[src/rtl/dmem_pkg.sv]
// dmem_pkg: access sizes, arbiter FSM states and the alignment rule shared by the data-memory arbiter.
package dmem_pkg;
  localparam logic [1:0] SIZE_BYTE = 2'b00;
  localparam logic [1:0] SIZE_HALF = 2'b01;
  localparam logic [1:0] SIZE_WORD = 2'b10;
  typedef enum logic [1:0] {ST_IDLE, ST_ACCESS, ST_RESP} state_e;
  // Size 11 falls through every term and is therefore always misaligned.
  function automatic logic aligned(input logic [1:0] size, input logic [1:0] lo);
    return size == SIZE_BYTE || (size == SIZE_HALF && !lo[0]) || (size == SIZE_WORD && lo == 2'b00);
  endfunction
endpackage

[src/rtl/dmem_arbiter_if.sv]
// dmem_arbiter_if: one requester's req/ack handshake and load/store bus into the data-memory arbiter.
interface dmem_arbiter_if #(parameter int ADDR_W = 9) ();
  logic req;
  logic we;
  logic [1:0] size;
  logic [ADDR_W-1:0] addr;
  logic [31:0] wdata;
  logic ack;
  logic err;
  logic [31:0] rdata;
  modport master (output req, we, size, addr, wdata, input ack, err, rdata);
  modport slave (input req, we, size, addr, wdata, output ack, err, rdata);
endinterface

[src/rtl/dmem_lane_align.sv]
// dmem_lane_align: extracts a byte/half/word from a memory word by lane and zero-extends it.
module dmem_lane_align import dmem_pkg::*; (
  input  logic [1:0]  size_i,
  input  logic [1:0]  lane_i,
  input  logic [31:0] word_i,
  output logic [31:0] data_o
);
  assign data_o = size_i == SIZE_BYTE ? {24'd0, word_i[8*lane_i +: 8]} :
                  size_i == SIZE_HALF ? {16'd0, lane_i[1] ? word_i[31:16] : word_i[15:0]} : word_i;
endmodule

[src/rtl/dmem_arbiter.sv]
// dmem_arbiter: round-robin sharing of the single-port data memory between CPU (port 0) and loader (port 1).
module dmem_arbiter import dmem_pkg::*; #(
  parameter int ADDR_W = 9,
  parameter int DATA_W = 32
) (
  input  logic              clk,
  input  logic              rst_n,
  dmem_arbiter_if.slave     p0,
  dmem_arbiter_if.slave     p1,
  output logic              mem_we,
  output logic              mem_re,
  output logic              mem_sub,
  output logic              mem_half,
  output logic [1:0]        mem_lane,
  output logic [ADDR_W-3:0] mem_addr,
  output logic [DATA_W-1:0] mem_wdata,
  input  logic [DATA_W-1:0] mem_rdata
);
  state_e state_q, state_d;
  logic rr_q, rr_d, gnt_q, gnt_d, we_q, we_d, err_q, err_d;
  logic [1:0] size_q, size_d;
  logic [ADDR_W-1:0] addr_q, addr_d;
  logic [31:0] wdata_q, wdata_d, rdata_q, rdata_d, load_word;
  logic ok, in_acc, win;

  dmem_lane_align u_align (.size_i(size_q), .lane_i(addr_q[1:0]), .word_i(mem_rdata), .data_o(load_word));

  // Memory controls decode only registered state, so an async reset kills mem_we at once.
  assign ok = aligned(size_q, addr_q[1:0]);
  assign in_acc = state_q == ST_ACCESS && ok;
  assign mem_we = in_acc && we_q;
  assign mem_re = in_acc && !we_q;
  assign mem_sub = mem_we && size_q != SIZE_WORD;
  assign mem_half = mem_sub && size_q == SIZE_HALF;
  assign mem_lane = addr_q[1:0];
  assign mem_addr = addr_q[ADDR_W-1:2];
  assign mem_wdata = wdata_q;
  assign win = p0.req && p1.req ? rr_q : p1.req;
  assign p0.ack = state_q == ST_RESP && !gnt_q;
  assign p1.ack = state_q == ST_RESP && gnt_q;
  assign p0.err = p0.ack && err_q;
  assign p1.err = p1.ack && err_q;
  assign p0.rdata = rdata_q;
  assign p1.rdata = rdata_q;

  always_comb begin
    state_d = state_q;
    rr_d = rr_q;
    gnt_d = gnt_q;
    we_d = we_q;
    size_d = size_q;
    addr_d = addr_q;
    wdata_d = wdata_q;
    err_d = err_q;
    rdata_d = rdata_q;
    case (state_q)
      ST_IDLE: if (p0.req || p1.req) begin
        state_d = ST_ACCESS;
        gnt_d = win;
        rr_d = !win;
        we_d = win ? p1.we : p0.we;
        size_d = win ? p1.size : p0.size;
        addr_d = win ? p1.addr : p0.addr;
        wdata_d = win ? p1.wdata : p0.wdata;
      end
      ST_ACCESS: begin
        state_d = ST_RESP;
        err_d = !ok;
        rdata_d = mem_re ? load_word : rdata_q;
      end
      default: state_d = ST_IDLE;
    endcase
  end

  always_ff @(posedge clk or negedge rst_n)
    if (!rst_n) begin
      state_q <= ST_IDLE;
      rr_q <= 1'b0;
      gnt_q <= 1'b0;
      we_q <= 1'b0;
      size_q <= SIZE_BYTE;
      addr_q <= '0;
      wdata_q <= '0;
      err_q <= 1'b0;
      rdata_q <= '0;
    end else begin
      state_q <= state_d;
      rr_q <= rr_d;
      gnt_q <= gnt_d;
      we_q <= we_d;
      size_q <= size_d;
      addr_q <= addr_d;
      wdata_q <= wdata_d;
      err_q <= err_d;
      rdata_q <= rdata_d;
    end
endmodule

[src/flat_wrapper.sv]
// flat-port wrapper written by rule: the top's interface ports become plain ports
module dmem_arbiter_flat import dmem_pkg::*;
#(
  parameter int ADDR_W = 9,
  parameter int DATA_W = 32
)
  (clk, rst_n, mem_we, mem_re, mem_sub, mem_half, mem_lane, mem_addr, mem_wdata, mem_rdata, p0_req, p0_we, p0_size, p0_addr, p0_wdata, p0_ack, p0_err, p0_rdata, p1_req, p1_we, p1_size, p1_addr, p1_wdata, p1_ack, p1_err, p1_rdata);
  dmem_arbiter_if #(.ADDR_W(ADDR_W)) p0_i ();
  dmem_arbiter_if #(.ADDR_W(ADDR_W)) p1_i ();
  input  logic clk;
  input  logic rst_n;
  output logic mem_we;
  output logic mem_re;
  output logic mem_sub;
  output logic mem_half;
  output logic [1:0] mem_lane;
  output logic [ADDR_W-3:0] mem_addr;
  output logic [DATA_W-1:0] mem_wdata;
  input  logic [DATA_W-1:0] mem_rdata;
  input wire logic [$bits(p0_i.req)-1:0] p0_req;
  input wire logic [$bits(p0_i.we)-1:0] p0_we;
  input wire logic [$bits(p0_i.size)-1:0] p0_size;
  input wire logic [$bits(p0_i.addr)-1:0] p0_addr;
  input wire logic [$bits(p0_i.wdata)-1:0] p0_wdata;
  output wire logic [$bits(p0_i.ack)-1:0] p0_ack;
  output wire logic [$bits(p0_i.err)-1:0] p0_err;
  output wire logic [$bits(p0_i.rdata)-1:0] p0_rdata;
  input wire logic [$bits(p1_i.req)-1:0] p1_req;
  input wire logic [$bits(p1_i.we)-1:0] p1_we;
  input wire logic [$bits(p1_i.size)-1:0] p1_size;
  input wire logic [$bits(p1_i.addr)-1:0] p1_addr;
  input wire logic [$bits(p1_i.wdata)-1:0] p1_wdata;
  output wire logic [$bits(p1_i.ack)-1:0] p1_ack;
  output wire logic [$bits(p1_i.err)-1:0] p1_err;
  output wire logic [$bits(p1_i.rdata)-1:0] p1_rdata;
  assign p0_i.req = p0_req;
  assign p0_i.we = p0_we;
  assign p0_i.size = p0_size;
  assign p0_i.addr = p0_addr;
  assign p0_i.wdata = p0_wdata;
  assign p0_ack = p0_i.ack;
  assign p0_err = p0_i.err;
  assign p0_rdata = p0_i.rdata;
  assign p1_i.req = p1_req;
  assign p1_i.we = p1_we;
  assign p1_i.size = p1_size;
  assign p1_i.addr = p1_addr;
  assign p1_i.wdata = p1_wdata;
  assign p1_ack = p1_i.ack;
  assign p1_err = p1_i.err;
  assign p1_rdata = p1_i.rdata;
  dmem_arbiter #(.ADDR_W(ADDR_W), .DATA_W(DATA_W)) u_core (.clk(clk), .rst_n(rst_n), .p0(p0_i), .p1(p1_i), .mem_we(mem_we), .mem_re(mem_re), .mem_sub(mem_sub), .mem_half(mem_half), .mem_lane(mem_lane), .mem_addr(mem_addr), .mem_wdata(mem_wdata), .mem_rdata(mem_rdata));
endmodule
[config.mk]
export PLATFORM = sky130hd
export DESIGN_NAME = dmem_arbiter_flat
export DESIGN_NICKNAME = d
export VERILOG_FILES = /design/src/rtl/dmem_pkg.sv /design/src/rtl/dmem_arbiter_if.sv /design/src/rtl/dmem_lane_align.sv /design/src/rtl/dmem_arbiter.sv /design/src/flat_wrapper.sv
export SDC_FILE = /design/constraint.sdc
export NUM_CORES = 1
export LEC_CHECK = 0
export BUFFER_PORTS_ARGS = -buffer_cell sky130_fd_sc_hd__buf_2
export CAP_MARGIN = 20
export CORE_ASPECT_RATIO = 1.1
export CORE_MARGIN = 10
export CORE_UTILIZATION = 48
export DETAILED_ROUTE_END_ITERATION = 6
export PLACE_DENSITY = 0.87
export SETUP_SLACK_MARGIN = 0.2
export SYNTH_ARGS = -nofsm -noshare
export SYNTH_HDL_FRONTEND = slang
export SYNTH_SLANG_ARGS = --single-unit
[constraint.sdc]
create_clock -name clk -period 2.55 [get_ports clk]
set_input_delay 0.3825 -clock clk [delete_from_list [all_inputs] [get_ports clk]]
set_output_delay 0.3825 -clock clk [all_outputs]
set_load 0.005 [all_outputs]
==> results.sh <==
export IMPL_status="finished with violations"
export IMPL_violations="DRC"
export IMPL_syn_area_mm2=0.00408
export IMPL_grt_first_pass_wirelength_um=21900
export IMPL_leakage_nw=2.98
export IMPL_cap_violations=0
export IMPL_routed_wl_um=14400
export IMPL_die_w_um=108
export IMPL_first_global_vias=4189
export IMPL_fillers=693
export IMPL_drtAntennaViolNets=0
export IMPL_grt_use_total_pct=22.0
export IMPL_cts_path_max_buffers=2
export IMPL_async_reset_ff_share_pct=100
export IMPL_grt_max_degree=48
export IMPL_slew_viol_final=0
export IMPL_final_period_utilization_pct=86.4
export IMPL_cellPowerDensity_mw_per_mm2=1250
export IMPL_whs_ns=0.251
export IMPL_dieArea_mm2=0.0126
export IMPL_p_seq_share_pct=36.7
export IMPL_yosys_top_cells_area="dfrtp_1 (50%), a222oi_1 (11%), buf_4 (6.3%)"
export IMPL_cts_buffers_inserted=9
export IMPL_gr_total_overflow=0
export IMPL_hold_class="input pin to register"
export IMPL_first_iter_violations=415
export IMPL_end_kind="output pin"
export IMPL_dpl_cell_count=679
export IMPL_clkTransAtPathRegs_ns=0.08
export IMPL_num_vias=3977
export IMPL_antenna_found_initial=0
export IMPL_yosysTopAreaCellShare_pct=49.7
export IMPL_critPathKind="register to output pin"
export IMPL_cts_num_sinks=81
export IMPL_yosysSeqAreaShare_pct=49.7
export IMPL_rows=35
export IMPL_max_freq_ghz=0.454
export IMPL_yosys_most_used_dff="dfrtp_1"
export IMPL_yosysTopAreaCell="dfrtp_1"
export IMPL_rsz0062_at_grt="false"
export IMPL_p_sw_w=0.00273
export IMPL_syn_area_per_cell_um2=10.6
export IMPL_core_mm2=0.00832
export IMPL_wl_per_cell_um=20.7
export IMPL_p_total_w=0.00656
export IMPL_start_kind="register"
export IMPL_root_buffer="clkbuf_8"
export IMPL_vias_per_cell=5.71
export IMPL_finalSetupTns_ns=0
export IMPL_final_common_cell="buf_2"
export IMPL_utilization_pct=63.1
export IMPL_skew_ns=0.00854
export IMPL_clk_insertion_delay_late_ns=0.35
export IMPL_p_int_w=0.00383
export IMPL_cts_tree="yes"
export IMPL_max_slew_margin_pct=54.6
export IMPL_layout_common_cells="buf_2 (235), dfrtp_1 (81), inv_1 (49)"
export IMPL_swShare_pct=41.6
export IMPL_io_pins=237
export IMPL_worstReg2RegStart="u_core.state_q[0]$_DFFE_PN0P_"
export IMPL_port_buffers=236
export IMPL_die_h_um=117
export IMPL_hold_violations=0
export IMPL_crit_arrival_ns=1.82
export IMPL_dp_final_hpwl_um=11200
export IMPL_synth_distinct_cells=31
export IMPL_synthCells=386
export IMPL_drive_gt1_share_pct=47.1
export IMPL_start_util_pct=49.0
export IMPL_yosysWarningCount=0
export IMPL_syn_num_nets=510
export IMPL_power_share_combinational_pct=49.7
export IMPL_place_congestion=0.872
export IMPL_instances_no_fill=697
export IMPL_finalSetupViolations=0
export IMPL_ys_ff_latch=81
export IMPL_hp_start="p1_we"
export IMPL_worstPathCellList="nor3_2 -> or2_2 -> nand3_1 -> a21oi_1 -> buf_2"
export IMPL_drc=11
export IMPL_clkPwrFrac_pct=13.6
export IMPL_areaGrowthSynthToFinish_pct=28.7
export IMPL_worstMarginPinSlew_ns=0.679
export IMPL_min_period_ns=2.20
export IMPL_startpoint="u_core.addr_q[1]$_DFFE_PN0P_"
export IMPL_synth_edff_count=0
export IMPL_first_pass_iters=7
export IMPL_final_nets=705
export IMPL_path_max_fanout=14
export IMPL_cp_slowest_cell="dfrtp_1"
export IMPL_cp_required_ns=2.17
export IMPL_slowest_delay_ns=0.72
export IMPL_htree_levels=3
export IMPL_cts_resized_gates=0
export IMPL_ir_drop_mv=0.605
export IMPL_diodes=0
-- state kept, by name (all words and copies together), names as in the netlist --
name,cells
u_core.state_q,2
u_core.p0.rdata,32
u_core.addr_q,9
u_core.rr_q,1
u_core.we_q,1
u_core.err_q,1
u_core.gnt_q,1
u_core.mem_wdata,32
u_core.size_q,2
-- synthesized netlist by cell type (2+ instances only) --
cell and count:
dfrtp_1 81, inv_1 49, a222oi_1 44, buf_4 34, nand2_1 34, nor2_1 28
nand3_1 17, a221oi_1 16, buf_2 13, a21oi_1 11, a22o_1 8, a32o_1 8
mux4_2 8, clkbuf_1 5, buf_6 4, clkbuf_8 4, nor2b_1 4, and3_1 3
a21o_1 2, buf_1 2
-- kinds of logic after synthesis --
kind of cell / synth area share, %
buffers and inverters: 15.9
AND/OR/NAND/NOR: 9.89
AO/OA/AOI/OAI: 20.1
flip-flops: 49.7
multiplexers: 4.42
-- final cells by class --
class / instances / area, µm² / share of cell area (%)
Timing Repair Buffer: 248 / 1290 / 24.6
Tap cell: 111 / 139 / 2.65
Clock buffer: 11 / 151 / 2.89
Multi-Input combinational cell: 191 / 1410 / 26.9
Sequential cell: 81 / 2030 / 38.6
Clock inverter: 5 / 40.0 / 0.763
Inverter: 50 / 188 / 3.58
-- power groups by stage --
| stage | sequential, W | clock (W) | combinational (W) |
|---|---|---|---|
| final | 0.00241 | 0.000892 | 0.00326 |
| after global routing | 0.00249 | 0.000978 | 0.00365 |
| after global placement | 0.00239 | 0 | 0.00316 |
| after detailed placement | 0.00242 | 0 | 0.00329 |
| after floorplan | 0.00238 | 0 | 0.00225 |
| after CTS | 0.00241 | 0.000917 | 0.00329 |
-- per-layer routing --
| layer | share of wire, % | wire, µm | vias to the layer above | track usage (%) |
|---|---|---|---|---|
| li1 | - | - | 1772 | - |
| met1 | 34 | 4910 | 1885 | 23.9 |
| met2 | 50 | 7200 | 297 | 37.4 |
| met3 | 14 | 2010 | 23 | 9.55 |
| met4 | 2.1 | 309 | 0 | 8.20 |
| met5 | 0 | 0 | - | 0 |
-- worst paths after layout --
kind / slack [ns] / end / cells past startpoint
worst max-delay path: 0.35 / mem_sub / 5
worst min register to register: 0.49 / u_core.p0.rdata[18]$_DFFE_PN0P_ / 2
worst max register to register: 0.51 / u_core.mem_wdata[21]$_DFFE_PN0P_ / 5
worst min-delay path: 0.25 / u_core.we_q$_DFFE_PN0P_ / 3
min in group asynchronous: 0.53 / u_core.p0.rdata[8]$_DFFE_PN0P_ / 2
max in group asynchronous: 1.38 / u_core.mem_wdata[29]$_DFFE_PN0P_ / 3
-- stage by stage --
step	cell area, µm²	setup WS, ns
2_1_floorplan	4080	1.04
3_3_place_gp	5040	0.409
4_1_cts	5240	0.269
3_5_place_dp	5040	0.268
5_1_grt	5250	0.231
6_report	5250	0.348
-- worst max-delay path: cells and delay by family (launching register included) --
family | cells | cell delay, ns
AOI/OAI and AO/OA | 1 | 0.06
buffers and inverters | 1 | 0.14
DFF | 1 | 0.72
and+or+nand+nor | 3 | 0.56
-- timing repair --
item	CTS	global route
hold buffers	1	0
buffers inserted	0	0
endpoints found under the hold margin	33	0
Power figures use the tool's default switching activity.
